**config.mk**
```make
export PLATFORM = sky130hd
export DESIGN_NAME = piano_key_tracker
export DESIGN_NICKNAME = d
export VERILOG_FILES = /design/src/rtl/piano_key_tracker.sv
export SDC_FILE = /design/constraint.sdc
export NUM_CORES = 1
export LEC_CHECK = 0
export ABC_CLOCK_PERIOD_IN_PS = 6550
export CORE_ASPECT_RATIO = 1.4
export CORE_UTILIZATION = 45
export CTS_CLUSTER_DIAMETER = 60
export DETAILED_ROUTE_END_ITERATION = 8
export SETUP_SLACK_MARGIN = 0.02
export SLEW_MARGIN = 10
export SYNTH_ARGS = -nofsm -noshare
export SYNTH_HDL_FRONTEND = slang
export SYNTH_SLANG_ARGS = --single-unit
```
**constraint.sdc**
```tcl
create_clock -name clk -period 6.55 [get_ports clk]
set_input_delay 0.9825 -clock clk [delete_from_list [all_inputs] [get_ports clk]]
set_output_delay 0.9825 -clock clk [all_outputs]
set_load 0.005 [all_outputs]
```
**src/rtl/piano_key_tracker.sv**
```systemverilog
// rtl/piano_key_tracker.sv - PS/2 set-2 keyboard to MIDI note event tracker with event FIFO
module piano_key_tracker #(
  parameter int NUM_KEYS   = 12,
  parameter int FIFO_DEPTH = 8,
  parameter int OCT_MIN    = 1,
  parameter int OCT_MAX    = 7,
  parameter int OCT_RST    = 4
) (
  input  logic                clk,
  input  logic                reset,
  input  logic                code_valid,
  input  logic [7:0]          code_byte,
  output logic                evt_valid,
  input  logic                evt_ready,
  output logic                evt_on,
  output logic [6:0]          evt_note,
  output logic [NUM_KEYS-1:0] held,
  output logic                mono_active,
  output logic [6:0]          mono_note,
  output logic [3:0]          octave,
  output logic                overflow
);

  localparam int IDX_W = $clog2(NUM_KEYS);
  localparam int PTR_W = $clog2(FIFO_DEPTH);
  localparam logic [3:0] OCT_MIN_L = 4'(OCT_MIN);
  localparam logic [3:0] OCT_MAX_L = 4'(OCT_MAX);
  localparam logic [3:0] OCT_RST_L = 4'(OCT_RST);

  localparam logic [7:0] KEYMAP [24] = '{
    8'h1A, 8'h1B, 8'h22, 8'h23, 8'h21, 8'h2A, 8'h34, 8'h32, 8'h33, 8'h31, 8'h3B, 8'h3A,
    8'h15, 8'h1E, 8'h1D, 8'h26, 8'h24, 8'h2D, 8'h2E, 8'h2C, 8'h36, 8'h35, 8'h3D, 8'h3C
  };

  typedef enum logic [1:0] {S_IDLE, S_BREAK, S_EXT, S_EXT_BREAK} state_t;

  function automatic logic [6:0] note_of(input logic [3:0] oct, input logic [IDX_W-1:0] idx);
    return 7'd12 * (7'(oct) + 7'd1) + 7'(idx);
  endfunction

  state_t               state_q, state_d;
  logic [NUM_KEYS-1:0]  held_q, held_d;
  logic [3:0]           oct_q, oct_d;
  logic                 mono_active_q, mono_active_d;
  logic [6:0]           mono_note_q, mono_note_d;
  logic                 overflow_q, overflow_d;
  logic [3:0]           key_oct_q [NUM_KEYS];
  logic [7:0]           mem_q [FIFO_DEPTH];
  logic [PTR_W:0]       wptr_q, rptr_q;

  logic                 is_make, is_break;
  logic                 key_hit, key_held, key_oct_we;
  logic [IDX_W-1:0]     key_idx;
  logic [6:0]           make_note, brk_note;
  logic                 push_req, push, pop, full, empty;
  logic [7:0]           push_data, head;

  always_comb begin
    state_d  = state_q;
    is_make  = 1'b0;
    is_break = 1'b0;
    if (code_valid) begin
      case (state_q)
        S_IDLE: begin
          if (code_byte == 8'hF0)      state_d = S_BREAK;
          else if (code_byte == 8'hE0) state_d = S_EXT;
          else                         is_make = 1'b1;
        end
        S_BREAK: begin
          is_break = 1'b1;
          state_d  = S_IDLE;
        end
        S_EXT:       state_d = (code_byte == 8'hF0) ? S_EXT_BREAK : S_IDLE;
        S_EXT_BREAK: state_d = (code_byte == 8'hF0) ? S_EXT_BREAK : S_IDLE;
        default:     state_d = S_IDLE;
      endcase
    end
  end

  always_comb begin
    key_hit = 1'b0;
    key_idx = '0;
    for (int i = 0; i < NUM_KEYS; i++) begin
      if (code_byte == KEYMAP[i]) begin
        key_hit = 1'b1;
        key_idx = IDX_W'(i);
      end
    end
  end

  assign key_held  = held_q[key_idx];
  assign make_note = note_of(oct_q, key_idx);
  // Release uses the octave latched at press time so on/off notes always pair up
  assign brk_note  = note_of(key_oct_q[key_idx], key_idx);

  always_comb begin
    held_d        = held_q;
    oct_d         = oct_q;
    mono_active_d = mono_active_q;
    mono_note_d   = mono_note_q;
    key_oct_we    = 1'b0;
    push_req      = 1'b0;
    push_data     = '0;
    if (is_make) begin
      if (code_byte == 8'h6B) begin
        if (oct_q < OCT_MAX_L) oct_d = oct_q + 4'd1;
      end else if (code_byte == 8'h74) begin
        if (oct_q > OCT_MIN_L) oct_d = oct_q - 4'd1;
      end else if (key_hit && !key_held) begin
        held_d[key_idx] = 1'b1;
        key_oct_we      = 1'b1;
        push_req        = 1'b1;
        push_data       = {1'b1, make_note};
        mono_active_d   = 1'b1;
        mono_note_d     = make_note;
      end
    end else if (is_break && key_hit && key_held) begin
      held_d[key_idx] = 1'b0;
      push_req        = 1'b1;
      push_data       = {1'b0, brk_note};
      if (mono_note_q == brk_note) mono_active_d = 1'b0;
    end
  end

  assign empty = (wptr_q == rptr_q);
  assign full  = (wptr_q[PTR_W] != rptr_q[PTR_W]) && (wptr_q[PTR_W-1:0] == rptr_q[PTR_W-1:0]);
  assign pop   = evt_ready && !empty;
  // A pop frees the head slot this same edge, so a push at full is still accepted
  assign push  = push_req && (!full || pop);
  assign overflow_d = overflow_q || (push_req && full && !pop);

  always_ff @(posedge clk) begin
    if (reset) begin
      state_q       <= S_IDLE;
      held_q        <= '0;
      oct_q         <= OCT_RST_L;
      mono_active_q <= 1'b0;
      mono_note_q   <= '0;
      overflow_q    <= 1'b0;
      wptr_q        <= '0;
      rptr_q        <= '0;
      for (int i = 0; i < NUM_KEYS; i++) key_oct_q[i] <= OCT_RST_L;
    end else begin
      state_q       <= state_d;
      held_q        <= held_d;
      oct_q         <= oct_d;
      mono_active_q <= mono_active_d;
      mono_note_q   <= mono_note_d;
      overflow_q    <= overflow_d;
      if (push) wptr_q <= wptr_q + 1'b1;
      if (pop)  rptr_q <= rptr_q + 1'b1;
      if (key_oct_we) key_oct_q[key_idx] <= oct_q;
    end
  end

  always_ff @(posedge clk) begin
    if (!reset && push) mem_q[wptr_q[PTR_W-1:0]] <= push_data;
  end

  assign head        = mem_q[rptr_q[PTR_W-1:0]];
  assign evt_valid   = !empty;
  assign evt_on      = !empty && head[7];
  assign evt_note    = empty ? 7'd0 : head[6:0];
  assign held        = held_q;
  assign mono_active = mono_active_q;
  assign mono_note   = mono_note_q;
  assign octave      = oct_q;
  assign overflow    = overflow_q;

endmodule
```
* Word-level counts from Yosys, hierarchy flattened *
Memories as Yosys holds them, arrays and structs flattened. A register that Yosys moved wholly into a read port is not among the register bits.
Index checks and enable logic that the tools add are counted.
W data, S select, Z words.

operators by class
  bitwise gates (word level) = 5
  magnitude comparators = 4
  reduce and logical (&&, ||, !) cells = 30
  multipliers = 2
  add/sub/neg operators = 8
  equality and inequality tests = 28
  mux-type cells = 76

operators by type and width
  cell                   count
  $eq A8 B6 Y1 const B   10
  $mux W4                16
  $mux W12               5
  $mux W1                41
  $mux W8                4
  $eq A8 B5 Y1 const B   2
  $eq A8 B7 Y1 const B   2
  $eq A8 B8 Y1 const B   2
  $add A7 B4 Y7          2
  $mux W7                2
  $add A4 B1 Y4 const B  3
  $and A12 B12 Y12       1
  $not A12 Y12           1
  $or A12 B12 Y12        1
  $reduce_and A4 Y1      3
  $logic_and A1 B1 Y1    11
  $add A4 B1 Y5 const B  2
  $mul A2 B5 Y5 const A  2
  $reduce_bool A2 Y1     4
  $eq A7 B7 Y1           1
  $mux W2                3
  $mux W3                2
  $pmux W2 S3            1
  $logic_not A1 Y1       5
  22 further kinds       27

word-level totals
  bits of input ports = 12
  memories kept = 2
  memory bits (writable) = 112
  output and inout bits = 34
  flip-flop bits (word level) = 35
  logic and storage cells = 163

memory list
  name       depth  bits a word  read ports  clocked after memory_dff  write ports  RTL line  text
  mem_q      8      8            1           1                         1            48        logic [7:0] mem_q [FIFO_DEPTH];
  key_oct_q  12     4            1           0                         12           47        logic [3:0] key_oct_q [NUM_KEYS];

* Longest topological paths before layout *
  word-level depth = 25
  mapped depth = 21
  gate-level depth less buffers = 18

* Worst setup path after synthesis *
Ideal clock, no wire load.

  path type = input -> register
  start point = in code_byte[1]
  end point = reg mono_active_q (netlist: mono_active)
  setup slack = 1.453 ns
  data required time = 6.407 ns
  library setup time = 0.143 ns
  stages on the path = 18
  buffers on the path = 2
  arrival = 4.954 ns
  cell sequence = buf_2 > nor3b_1 > o2111ai_4 > nand2_4 > buf_12 > mux2i_1 > o22ai_2 > a311oi_4 > inv_2 > ha_1 > xor2_1 > inv_1 > fa_1 > xnor2_1 > xor2_1 > or4_1 > nor4_1 > a311oi_1

on the way
  word-level cells in the longest chain between the ends = 19
  elaborated cells on any way between the ends = 61
  classes of those cells = add/sub: 2; mul: 1; eq/ne: 20; mux: 30; reduce/logical: 7; memory: 1

ends and longest elaborated chain
  what                          RTL line  text
  start, declared               12        input logic [7:0] code_byte,
  $eq A8 B5 Y1                  84        if (code_byte == KEYMAP[i]) begin
  $mux W1                       84
  $mux W4 (10 in series)        84
  $mem_v2 Z12 W4                --
  $add A4 B1 Y5                 38        return 7'd12 * (7'(oct) + 7'd1) + 7'(idx);
  $mul A2 B5 Y5                 38
  $add A7 B4 Y7                 38
  $eq A7 B7 Y1                  121       if (mono_note_q == brk_note) mono_active_d = 1'b0;
  $reduce_bool A2 Y1 (no line)  --
  $reduce_and A5 Y1 (no line)   --
  end signal, assigned          147       mono_active_q <= mono_active_d;
  end, declared                 44        logic mono_active_q, mono_active_d;

Several ways; a longest one is shown, not always the timed one. The select of a mux whose other input is x is not followed.
A chain may end at the register's enable or synchronous reset.

* Worst setup path after layout *
  start point = in code_byte[3]
  end point = mem mem_q[1][6] (data pin)

on the way
  word-level cells in the longest chain between the ends = 20
  elaborated cells on any way between the ends = 59
  classes of those cells = add/sub: 3; mul: 1; eq/ne: 16; mux: 34; reduce/logical: 4; memory: 1

ends and longest elaborated chain
  what                                                                   RTL line  text
  parallel branches: the longest is 19 deep, another holds $eq A8 B5 Y1  --
  $mux W8 *                                                              104       if (is_make) begin
  via push_data[6]                                                       56        logic [7:0] push_data, head;
  end, declared                                                          48

Mark *: on every way through the listed nets, which the timed path passes. The select of a mux whose other input is x is not followed.

==> results.json <==
{
  "grt_overflow": 0,
  "holdPathStages": 2,
  "p_leak_nw": 3.00,
  "clock_sinks": 150,
  "grt_max_degree": 54,
  "vias_per_cell": 5.74,
  "setup_viol": 0,
  "die_x_um": 113,
  "synth-main-ff-cell": "edfxtp_1",
  "detailed_place_hpwl_um": 13800,
  "layout_commonest_cell": "edfxtp_1",
  "cp.required_ns": 6.69,
  "final_hold_viol_count": 0,
  "fin_util_pct": 53.6,
  "dieArea_mm2": 0.0178,
  "grt_pass1_vias": 5520,
  "power.density_mw_per_mm2": 236,
  "grt_pass1_wl_um": 30200,
  "ys_warn_count": 0,
  "yosysSeqAreaShare_pct": 53.0,
  "rsz0062_at_grt": "false",
  "drt-initial-drc-count": 404,
  "routed_wl_um": 19000,
  "async_flop_share_pct": 0,
  "multi_input_area_mm2": 0.00338,
  "root_buffer": "clkbuf_16",
  "maxSlewViolCount": 0,
  "rr_worst_depth": 14,
  "cts_hold_buf": 0,
  "crit_type": "primary input to flip-flop",
  "synth_seq_cells": 150,
  "hold_class": "flip-flop to flip-flop",
  "ys_types": 81,
  "post_drt_wl_per_cell_um": 20.4,
  "synth-edff-count": 112,
  "min_period_ns": 5.91,
  "nNetsFinal": 747,
  "path_clk_slew_ns": 0.06,
  "regArea_mm2": 0.00412,
  "critPathLaunchType": "primary input",
  "clk_latency_ns": 0.42,
  "max_slew.worst_pin.slew_ns": 1.11,
  "crit_fanout": 17,
  "postSynthAreaPerCell_um2": 11.6,
  "ant_nets": 0,
  "min_period_over_period_pct": 90.2,
  "post_cts_buffers": 0,
  "antenna_found_initial": 0,
  "status": "complete, no violations",
  "cts_resized": 0,
  "end_kind": "flip-flop",
  "syn-instance-count": 670,
  "core_mm2": 0.0168,
  "drc_errors": 0,
  "final_layout_size_suffix_gt1_share_pct": 14.3,
  "cts_tree": "yes",
  "most-common-layout-cells": "edfxtp_1 (112), nor2_1 (98), nand2_1 (45)",
  "htree_levels": 4,
  "drv_cap": 0,
  "clk_path_buf_depth": 2,
  "start_util_pct": 46.3,
  "diodes": 0,
  "slew_headroom_pct": 26.1,
  "synth_nets": 701,
  "cts_inserted_buffers": 17,
  "clock_skew_ns": 0.0101,
  "io_pins": 46,
  "fillers": 1489,
  "cp.arrival_ns": 6.05,
  "die_y_um": 158,
  "final.setup.tns_ns": 0,
  "ir_drop_mv": 0.136,
  "io_buffers": 45,
  "num_rows": 56,
  "max_freq_ghz": 0.169,
  "syn-cell-area_mm2": 0.00778,
  "gp_congestion": 0.931,
  "firstDrtPassIters": 6,
  "syn_to_final_growth_pct": 15.8,
  "vias": 5351,
  "grt_usage_pct": 22.9
}
-- per-layer routing --
metal  up-vias  global-route usage, %  part of all wire (%)
met5         -                      0                     0
met4         0                   11.5                   3.8
met3        46                   4.31                   4.1
met2       162                   42.2                    54
met1      2606                   24.8                    39
li1       2537                      -                     -
-- flip-flops by register name, indices dropped and copies added, names as in the netlist, named ones only --
register     count
octave           4
mono_note        7
overflow         1
mono_active      1
key_oct_q       48
rptr_q           4
wptr_q           4
state_q          2
mem_q           64
-- layout make-up --
cell class | instances | area share, %
sequential | 150 | 45.8
multi-input combinational | 462 | 37.5
timing repair buffer | 67 | 6.78
clock buffer | 18 | 4.76
tap | 203 | 2.82
clock inverter | 14 | 1.62
inverter | 18 | 0.750
-- synth_stat cells (4+ instances only) --
library cell,count,share of area (%)
o22ai_1,5,0.40
ha_1,16,2.6
nand4_1,7,0.56
xnor2_1,18,2.0
nand2_1,45,2.2
o21bai_1,8,0.77
nor2_1,98,4.7
mux2_2,4,0.58
nor2b_1,4,0.32
o21ai_0,16,1.0
dfxtp_1,38,9.8
a21o_1,6,0.58
buf_2,9,0.58
nor3_1,12,0.77
clkbuf_1,22,1.1
edfxtp_1,112,43
mux4_2,16,4.6
o211ai_1,5,0.48
or3_1,5,0.40
nand2b_1,16,1.3
mux2i_1,21,2.7
mux2_1,6,0.87
a21oi_1,29,1.9
or2_2,4,0.32
inv_1,16,0.77
nand3_1,29,1.9
xor2_1,18,2.0
-- critical path, cell delays in order --
cell and delay (ns):
clkdlybuf4s50_1 0.86, o21ai_0 0.35, o2111a_1 0.28, nor3_1 0.21, buf_4 0.25, mux2i_1 0.26
o221ai_2 0.15, a311oi_4 0.35, inv_2 0.12, ha_1 0.25, xor2_1 0.26, inv_1 0.12
fa_1 0.56, nor3_1 0.25, a22oi_1 0.11, o21ai_0 0.16, a21oi_1 0.09, xor2_1 0.15
a21o_1 0.27
-- kinds of logic after synthesis --
logic type               Yosys count  share of synthesized area, %
multiplexers                      47                          8.78
adder cells (fa/ha/maj)           19                          3.35
flip-flops                       150                          53.0
XOR/XNOR                          36                          4.05
AND/OR/NAND/NOR                  258                          17.1
buffers and inverters             58                          3.65
AO/OA/AOI/OAI                    102                          10.0
-- stage by stage --
step	hold WS [ns]	cells	total power, W	instance area, µm²	setup slack (ns)
floorplan	0.449	670	0.00115	7780	1.45
global placement	0.459	900	0.00118	8430	0.511
detailed placement	0.474	900	0.00119	8430	0.242
CTS	0.486	932	0.00214	9010	0.681
global route	0.507	932	0.00219	9010	0.253
finish	0.481	932	0.00213	9010	0.642
-- path summary, 6_finish.rpt --
kind / slack (ns) / start / to
worst max-delay path: 0.64 / code_byte[3] / mem_q[1][6]$_DFFE_PP_
worst min-delay path: 0.48 / overflow$_SDFF_PP0_ / overflow$_SDFF_PP0_
worst max register to register: 2.80 / key_oct_q[9][1]$_SDFFCE_PN0P_ / mem_q[1][6]$_DFFE_PP_
worst min register to register: 0.48 / overflow$_SDFF_PP0_ / overflow$_SDFF_PP0_
-- where the power goes --
group	switching (W)	internal [W]
logic	0.0000789	0.0000582
registers	0.00000759	0.00102
clock network	0.000397	0.000563
Note: power is estimated with default switching activity, not from simulation.
